File: src/rtl/mem_pkg.sv
// Shared cell-memory constants, footer layout and the cell reader state encoding.
package mem_pkg;

  localparam int unsigned BLOCK_BYTES   = 64;
  localparam int unsigned ADDR_W        = 12;
  localparam int unsigned PAYLOAD_BYTES = 62;
  localparam int unsigned BLOCK_BITS    = 512;
  localparam int unsigned FOOTER_BITS   = (BLOCK_BYTES - PAYLOAD_BYTES) * 8;
  // Width of the valid-byte count carried in next_idx of an end-of-packet cell.
  localparam int unsigned CNT_FIELD_W   = 6;

  // Footer occupies the top FOOTER_BITS of a cell: {eop, rsvd, next_idx}.
  typedef struct packed {
    logic              eop;
    logic [2:0]        rsvd;
    logic [ADDR_W-1:0] next_idx;
  } footer_t;

  typedef enum logic [2:0] {
    IDLE,
    FETCH,
    WAIT,
    STREAM,
    FREE
  } rd_state_t;

endpackage

File: src/rtl/cell_reader.sv
// Walks a linked chain of memory cells for one packet, streams the payload
// bytes out, and returns each consumed cell to the free list.
module cell_reader
  import mem_pkg::*;
#(
  parameter int unsigned MAX_CELLS = 32
) (
  input  logic                  clk,
  input  logic                  rst,
  input  logic                  cmd_valid,
  output logic                  cmd_ready,
  input  logic [ADDR_W-1:0]     cmd_head,
  output logic                  mem_rd_en,
  output logic [ADDR_W-1:0]     mem_rd_addr,
  input  logic [BLOCK_BITS-1:0] mem_rd_data,
  output logic                  out_valid,
  input  logic                  out_ready,
  output logic [7:0]            out_data,
  output logic                  out_sop,
  output logic                  out_eop,
  output logic                  free_valid,
  input  logic                  free_ready,
  output logic [ADDR_W-1:0]     free_idx,
  output logic                  busy,
  output logic                  err
);

  localparam int unsigned CELLS_W = (MAX_CELLS < 2) ? 1 : $clog2(MAX_CELLS);
  localparam logic [CELLS_W-1:0]     LAST_CELL = CELLS_W'(MAX_CELLS - 1);
  localparam logic [CNT_FIELD_W-1:0] MAX_COUNT = CNT_FIELD_W'(PAYLOAD_BYTES);
  localparam logic [CNT_FIELD_W-1:0] LAST_BYTE = CNT_FIELD_W'(PAYLOAD_BYTES - 1);

  rd_state_t                  state;
  logic [ADDR_W-1:0]          cur_idx;
  logic [ADDR_W-1:0]          next_idx_q;
  logic [CELLS_W-1:0]         cell_cnt;
  logic                       first;
  logic                       term;
  logic [CNT_FIELD_W-1:0]     ptr;
  logic [CNT_FIELD_W-1:0]     last_ptr;
  logic [PAYLOAD_BYTES*8-1:0] line;

  footer_t                    ftr;
  logic [CNT_FIELD_W-1:0]     ftr_cnt;
  logic                       cnt_bad;
  logic                       forced;
  logic                       dec_term;
  logic [CNT_FIELD_W-1:0]     dec_last_ptr;
  logic [CNT_FIELD_W-1:0]     ptr_nxt;
  logic                       unused_rsvd;

  // Footer decode of the cell arriving from memory during WAIT.
  assign ftr          = footer_t'(mem_rd_data[BLOCK_BITS-1 -: FOOTER_BITS]);
  assign ftr_cnt      = ftr.next_idx[CNT_FIELD_W-1:0];
  assign cnt_bad      = (ftr_cnt == '0) || (ftr_cnt > MAX_COUNT);
  assign forced       = !ftr.eop && (cell_cnt == LAST_CELL);
  assign dec_term     = ftr.eop || forced;
  assign dec_last_ptr = (ftr.eop && !cnt_bad) ? ftr_cnt - 1'b1 : LAST_BYTE;
  assign ptr_nxt      = ptr + 1'b1;
  assign unused_rsvd  = ^ftr.rsvd;

  assign busy = (state != IDLE);

  // Packet walk FSM; all handshake outputs are registered.
  always_ff @(posedge clk) begin
    if (rst) begin
      state       <= IDLE;
      cmd_ready   <= 1'b0;
      mem_rd_en   <= 1'b0;
      mem_rd_addr <= '0;
      out_valid   <= 1'b0;
      out_data    <= '0;
      out_sop     <= 1'b0;
      out_eop     <= 1'b0;
      free_valid  <= 1'b0;
      free_idx    <= '0;
      err         <= 1'b0;
      cur_idx     <= '0;
      next_idx_q  <= '0;
      cell_cnt    <= '0;
      first       <= 1'b0;
      term        <= 1'b0;
      ptr         <= '0;
      last_ptr    <= '0;
    end else begin
      err <= 1'b0;
      case (state)
        IDLE: begin
          if (cmd_valid && cmd_ready) begin
            cur_idx     <= cmd_head;
            cell_cnt    <= '0;
            first       <= 1'b1;
            cmd_ready   <= 1'b0;
            mem_rd_en   <= 1'b1;
            mem_rd_addr <= cmd_head;
            state       <= FETCH;
          end else begin
            cmd_ready <= 1'b1;
          end
        end
        FETCH: begin
          mem_rd_en <= 1'b0;
          state     <= WAIT;
        end
        WAIT: begin
          // Byte 0 is taken straight from the memory bus so it is ready on entry to STREAM.
          line       <= mem_rd_data[PAYLOAD_BYTES*8-1:0];
          next_idx_q <= ftr.next_idx;
          term       <= dec_term;
          last_ptr   <= dec_last_ptr;
          ptr        <= '0;
          err        <= (ftr.eop && cnt_bad) || forced;
          out_valid  <= 1'b1;
          out_data   <= mem_rd_data[7:0];
          out_sop    <= first;
          out_eop    <= dec_term && (dec_last_ptr == '0);
          state      <= STREAM;
        end
        STREAM: begin
          if (out_ready) begin
            if (ptr == last_ptr) begin
              out_valid  <= 1'b0;
              out_sop    <= 1'b0;
              out_eop    <= 1'b0;
              first      <= 1'b0;
              free_valid <= 1'b1;
              free_idx   <= cur_idx;
              state      <= FREE;
            end else begin
              ptr      <= ptr_nxt;
              out_data <= line[{ptr_nxt, 3'b000} +: 8];
              out_sop  <= 1'b0;
              out_eop  <= term && (ptr_nxt == last_ptr);
            end
          end
        end
        FREE: begin
          if (free_ready) begin
            free_valid <= 1'b0;
            if (term) begin
              cmd_ready <= 1'b1;
              state     <= IDLE;
            end else begin
              cur_idx     <= next_idx_q;
              cell_cnt    <= cell_cnt + 1'b1;
              mem_rd_en   <= 1'b1;
              mem_rd_addr <= next_idx_q;
              state       <= FETCH;
            end
          end
        end
        default: state <= IDLE;
      endcase
    end
  end

endmodule

File: config.mk
export PLATFORM = sky130hd
export DESIGN_NAME = cell_reader
export DESIGN_NICKNAME = d
export VERILOG_FILES = /design/src/rtl/mem_pkg.sv /design/src/rtl/cell_reader.sv
export SDC_FILE = /design/constraint.sdc
export NUM_CORES = 1
export LEC_CHECK = 0
export ABC_AREA = 1
export CAP_MARGIN = 10
export CORE_MARGIN = 2
export CORE_UTILIZATION = 45
export DETAILED_ROUTE_END_ITERATION = 16
export PLACE_DENSITY_LB_ADDON = 0.05
export SYNTH_ARGS = -nofsm -noshare
export SYNTH_HDL_FRONTEND = slang
export SYNTH_SLANG_ARGS = --single-unit
File: constraint.sdc
create_clock -name clk -period 11.7 [get_ports clk]
set_input_delay 3.51 -clock clk [delete_from_list [all_inputs] [get_ports clk]]
set_output_delay 3.51 -clock clk [all_outputs]
set_load 0.02 [all_outputs]
* Word level (Yosys, flattened, before mapping) *
Index checks and enable logic that the tools add are counted.

storage, ports and cells
  bits in registers = 569
  bits in latches = 0
  RAM bits = 0
  memory bits (read-only) = 0
  bits of input ports = 529
  output and inout port bits = 40
  word-level logic and storage cells = 113
  memories = 0

operators by class
  add/subtract/negate cells = 3
  $mul = 0
  divide/modulo/power cells = 0
  $lt $le $gt $ge = 1
  equal/unequal tests = 14
  shift-type cells = 1
  mux-type cells = 42
  bitwise gates (word level) = 2
  reductions and logical operators = 32

operator list
  operator             number
  $shiftx 496x10->8    1
  $mux 12              3
  $pmux 12 s2          1
  $reduce_and 4->1     5
  $mux 6               3
  $mux 8               2
  $pmux 8 s2           1
  $mux 1               15
  $mux 5               3
  $pmux 3 s5           1
  $ne 2x2->1 const B   7
  $eq 6x6->1           2
  $logic_not 6->1      2
  $mux 3               4
  $pmux 1 s2           6
  $pmux 6 s2           1
  $reduce_and 3->1     4
  $pmux 5 s2           1
  $reduce_bool 2->1    4
  $add 6x1->6 const B  1
  $eq 3x2->1 const B   2
  $gt 6x6->1 const B   1
  $logic_and 1x1->1    6
  $reduce_bool 3->1    2
  12 further kinds     17

* Longest topological paths before layout *
  word-level depth = 8
  depth in mapped cells = 15
  depth with buffers taken out = 14

* Worst setup path after synthesis *
OpenSTA, ideal clock, no wires.

  path kind = input-to-reg
  start point = in rst
  end point = reg line[0], enable pin
  setup time = 0.646 ns
  arrival = 9.479 ns
  data required time = 11.054 ns
  path slack = 1.576 ns
  cell stages on the path = 2
  path buffers = 1
  cell sequence = nor2_2 -> buf_2

between the ends
  longest elaborated chain between the ends = 2

RTL lines
  what                               line                RTL
  start: declaration                 cell_reader.sv:9    input logic rst,
  $not 1->1 (no source line)         n/a
  $reduce_and 2->1 (no source line)  n/a
  end signal: assignment             cell_reader.sv:107  line <= mem_rd_data[PAYLOAD_BYTES*8-1:0];
  end: declaration                   cell_reader.sv:41   logic [PAYLOAD_BYTES*8-1:0] line;

No other way between the ends.
A chain may end at the register's enable or synchronous reset.

* Final worst setup path *
  start point = in rst
  end point = reg line[322], enable pin

Same word-level chain as after synthesis.

==> flow_summary.ini <==
[clock_tree]
clk_pin_slew_worst_paths_ns = 0.06
h-tree-depth = 2
numCtsBuffers = 60
insertion_delay_ns = 0.62
root_buffer = clkbuf_16
cts.sinks = 569
cts_buffer_depth = 3
cts.repair.resized = 0
post-cts-setup-buffer-count = 0
cts_hold_repair.buffers = 0
tritoncts = done

[worst_setup_path]
cp.arrival_ns = 6.54
start_kind = input pin
path_depth = 5
crit_fanout = 181
path_cells = clkdlybuf4s50_1 > buf_4 > nor2_4 > buf_12 > buf_4
r2r_cells = 5
crit_path_frequent_cell = buf_4
required_ns = 11.93
worst-path-buf-inv = 4
cpMaxStageDelayCell = buf_4
cp-end-kind = flop
cp_slowest_stage_delay_ns = 0.77
critical_path_class = input pin to flop
cp_top_family = buffers and inverters

[timing]
clock-skew-final_ns = 0.0272
slew_viol_final = 0
period_needed_ns = 6.31
final-setup-viol-count = 0
rsz0062_at_grt = false
setup_tns_ns = 0
timing_hold_violations_final = 0
finalCritPeriodShare_pct = 53.9
hold_ws_ns = 0.465
relSlewSlack_pct = 24.2
worst_pin_slew_ns = 1.14
fmax_mhz = 159

[floorplan]
core-area_um2 = 52800
dieHeight_um = 235
num_io_pins = 569
die_area_um2 = 55400
initial_utilization_pct = 45.7
die_w_um = 235
rows = 84

[logic_synthesis]
synth.most_common_cell = nand2_1
synth_area_um2 = 24100
synth_edf_count = 496
yosysTopAreaCell = edfxtp_1
async_reset_ff_share_pct = 0
synth_fp_nets = 2881
synth_ff_type = edfxtp_1
ys_warn_count = 0
synthTopCellsByArea = edfxtp_1 62%, nand2_1 13%, nand3_1 7.3%
avgSynthCellArea_um2 = 10.3
ys_ff_latch = 569
seq_area_frac_synth_pct = 67.9
syn_inst = 2346
synth_common_cells = 815 x nand2_1, 496 x edfxtp_1, 349 x nand3_1
synth_top_area_share_pct = 61.8
synth.distinct_cells = 41

[placed_design]
dpl.hpwl_mm = 53.6
gp_congestion = 0.872
io_buffers = 565

[global_routing]
grt_pass1_wl_mm = 113
grt_max_degree = 204
grt_overflow = 0
grt.total_usage_pct = 27.3
grt_pass1_vias = 18119
antenna_found_initial = 33

[pwr]
ir_worst_vdd_uv = 114
power.density_nw_per_um2 = 165
leakagePower_nw = 12.4

[cells_and_area]
layout.nets = 3396
fillerInstances = 4441
final_layout_size_suffix_gt1_share_pct = 5.06
syn2layout_area_growth_pct = 32.9

[drt]
wl_mm = 76.9
routedWlPerCell_um = 21.3
final_antenna_net_count = 0
drtIter0Drc = 1666
detail_route.vias_per_cell = 5.11
dr_total_vias = 18482
post-route-drc-count = 0
first_pass_iters = 6

[run_status]
outcome = complete, no violations

[worst_hold_path]
hold_class = flop to flop
whs_path_depth = 2

[flow_run]
cap_violations = 0
-- registers in the layout, indices dropped and copies added (netlist names), 3 cells and up --
signal,cells
ptr,6
next_idx_q,12
line,496
cell_cnt,5
last_ptr,6
state,3
out_data,8
free_idx,12
cur_idx,12
-- tightest hold or removal path: stages (launching register included) --
cell and delay (ns):
dfxtp_1 0.31, nand2_1 0.06, a21oi_1 0.05
-- layout by cell type, fill, tap and decap left out, drive strengths merged, types with 3 or more instances in the layout --
cell type and instances:
or2 30, a31oi 13, ha 6, a21oi 31, xnor2 4, buf 13, nand4 3, nor3 6
xor2 8, nand2 818, nand3 350, dfxtp 73, edfxtp 496, clkbuf 79, diode 22, o21ai 61
nor2 126, clkinv 24, inv 184, clkdlybuf4s50 565
-- report_power, final --
part,total [mW],internal (mW),switching [mW]
Combinational,0.888,0.361,0.527
Clock,1.78,1.01,0.777
Sequential,2.61,2.52,0.0891
-- cell type report --
cell class / instances / area [um^2] / share of cell area (%)
diodes: 22 / 55.1 / 0.172
clock buffers: 79 / 1610 / 5.04
clock inverters: 30 / 195 / 0.609
inverters: 182 / 696 / 2.17
multi-input cells: 1470 / 6470 / 20.2
flip-flops and latches: 569 / 16400 / 51.1
well taps: 688 / 861 / 2.69
repair buffers: 578 / 5780 / 18.0
-- path summary, 6_finish.rpt --
kind                             from  slack, ns                       end
max                               rst       5.39       line[322]$_DFFE_PP_
min          out_data[7]$_SDFFE_PP0P_       0.46  out_data[7]$_SDFFE_PP0P_
max reg2reg     state[2]$_SDFFE_PP0P_       7.69       line[322]$_DFFE_PP_
min reg2reg  out_data[7]$_SDFFE_PP0P_       0.46  out_data[7]$_SDFFE_PP0P_
-- routing by layer --
metal  track usage, %  vias up  routed length, um
met5                0        -                154
met4             9.34       24               2200
met3             7.28      130               6360
met2             44.0      671              36300
met1             35.9     8778              31900
li1                 -     8879                  -
-- metrics by stage --
| step | power, mW | utilization, % | area (um^2) | std cells | worst slack, ns |
|---|---|---|---|---|---|
| after floorplan | 3.16 | - | 24100 | 2346 | 1.58 |
| after global placement | 3.51 | 57.2 | 30200 | 3487 | 4.80 |
| after detailed placement | 3.54 | 57.2 | 30200 | 3487 | 4.72 |
| after CTS | 5.32 | 60.6 | 32000 | 3596 | 5.38 |
| after global routing | 5.50 | 60.7 | 32000 | 3611 | 5.19 |
| final | 5.28 | 60.7 | 32000 | 3618 | 5.39 |
-- cells by family (layout without fill, tap and decap cells) --
group / count (synthesis) / count (layout) / share of synthesized area, %
AO/OA/AOI/OAI: 115 / 115 / 2.56
XOR/XNOR: 12 / 12 / 0.499
adder cells (fa/ha/maj): 6 / 6 / 0.312
buffers and inverters: 307 / 869 / 5.48
flip-flops: 569 / 569 / 67.9
other: 0 / 22 / 0
AND/OR/NAND/NOR: 1337 / 1337 / 23.3
No activity file was read; power rests on OpenSTA's default activity.
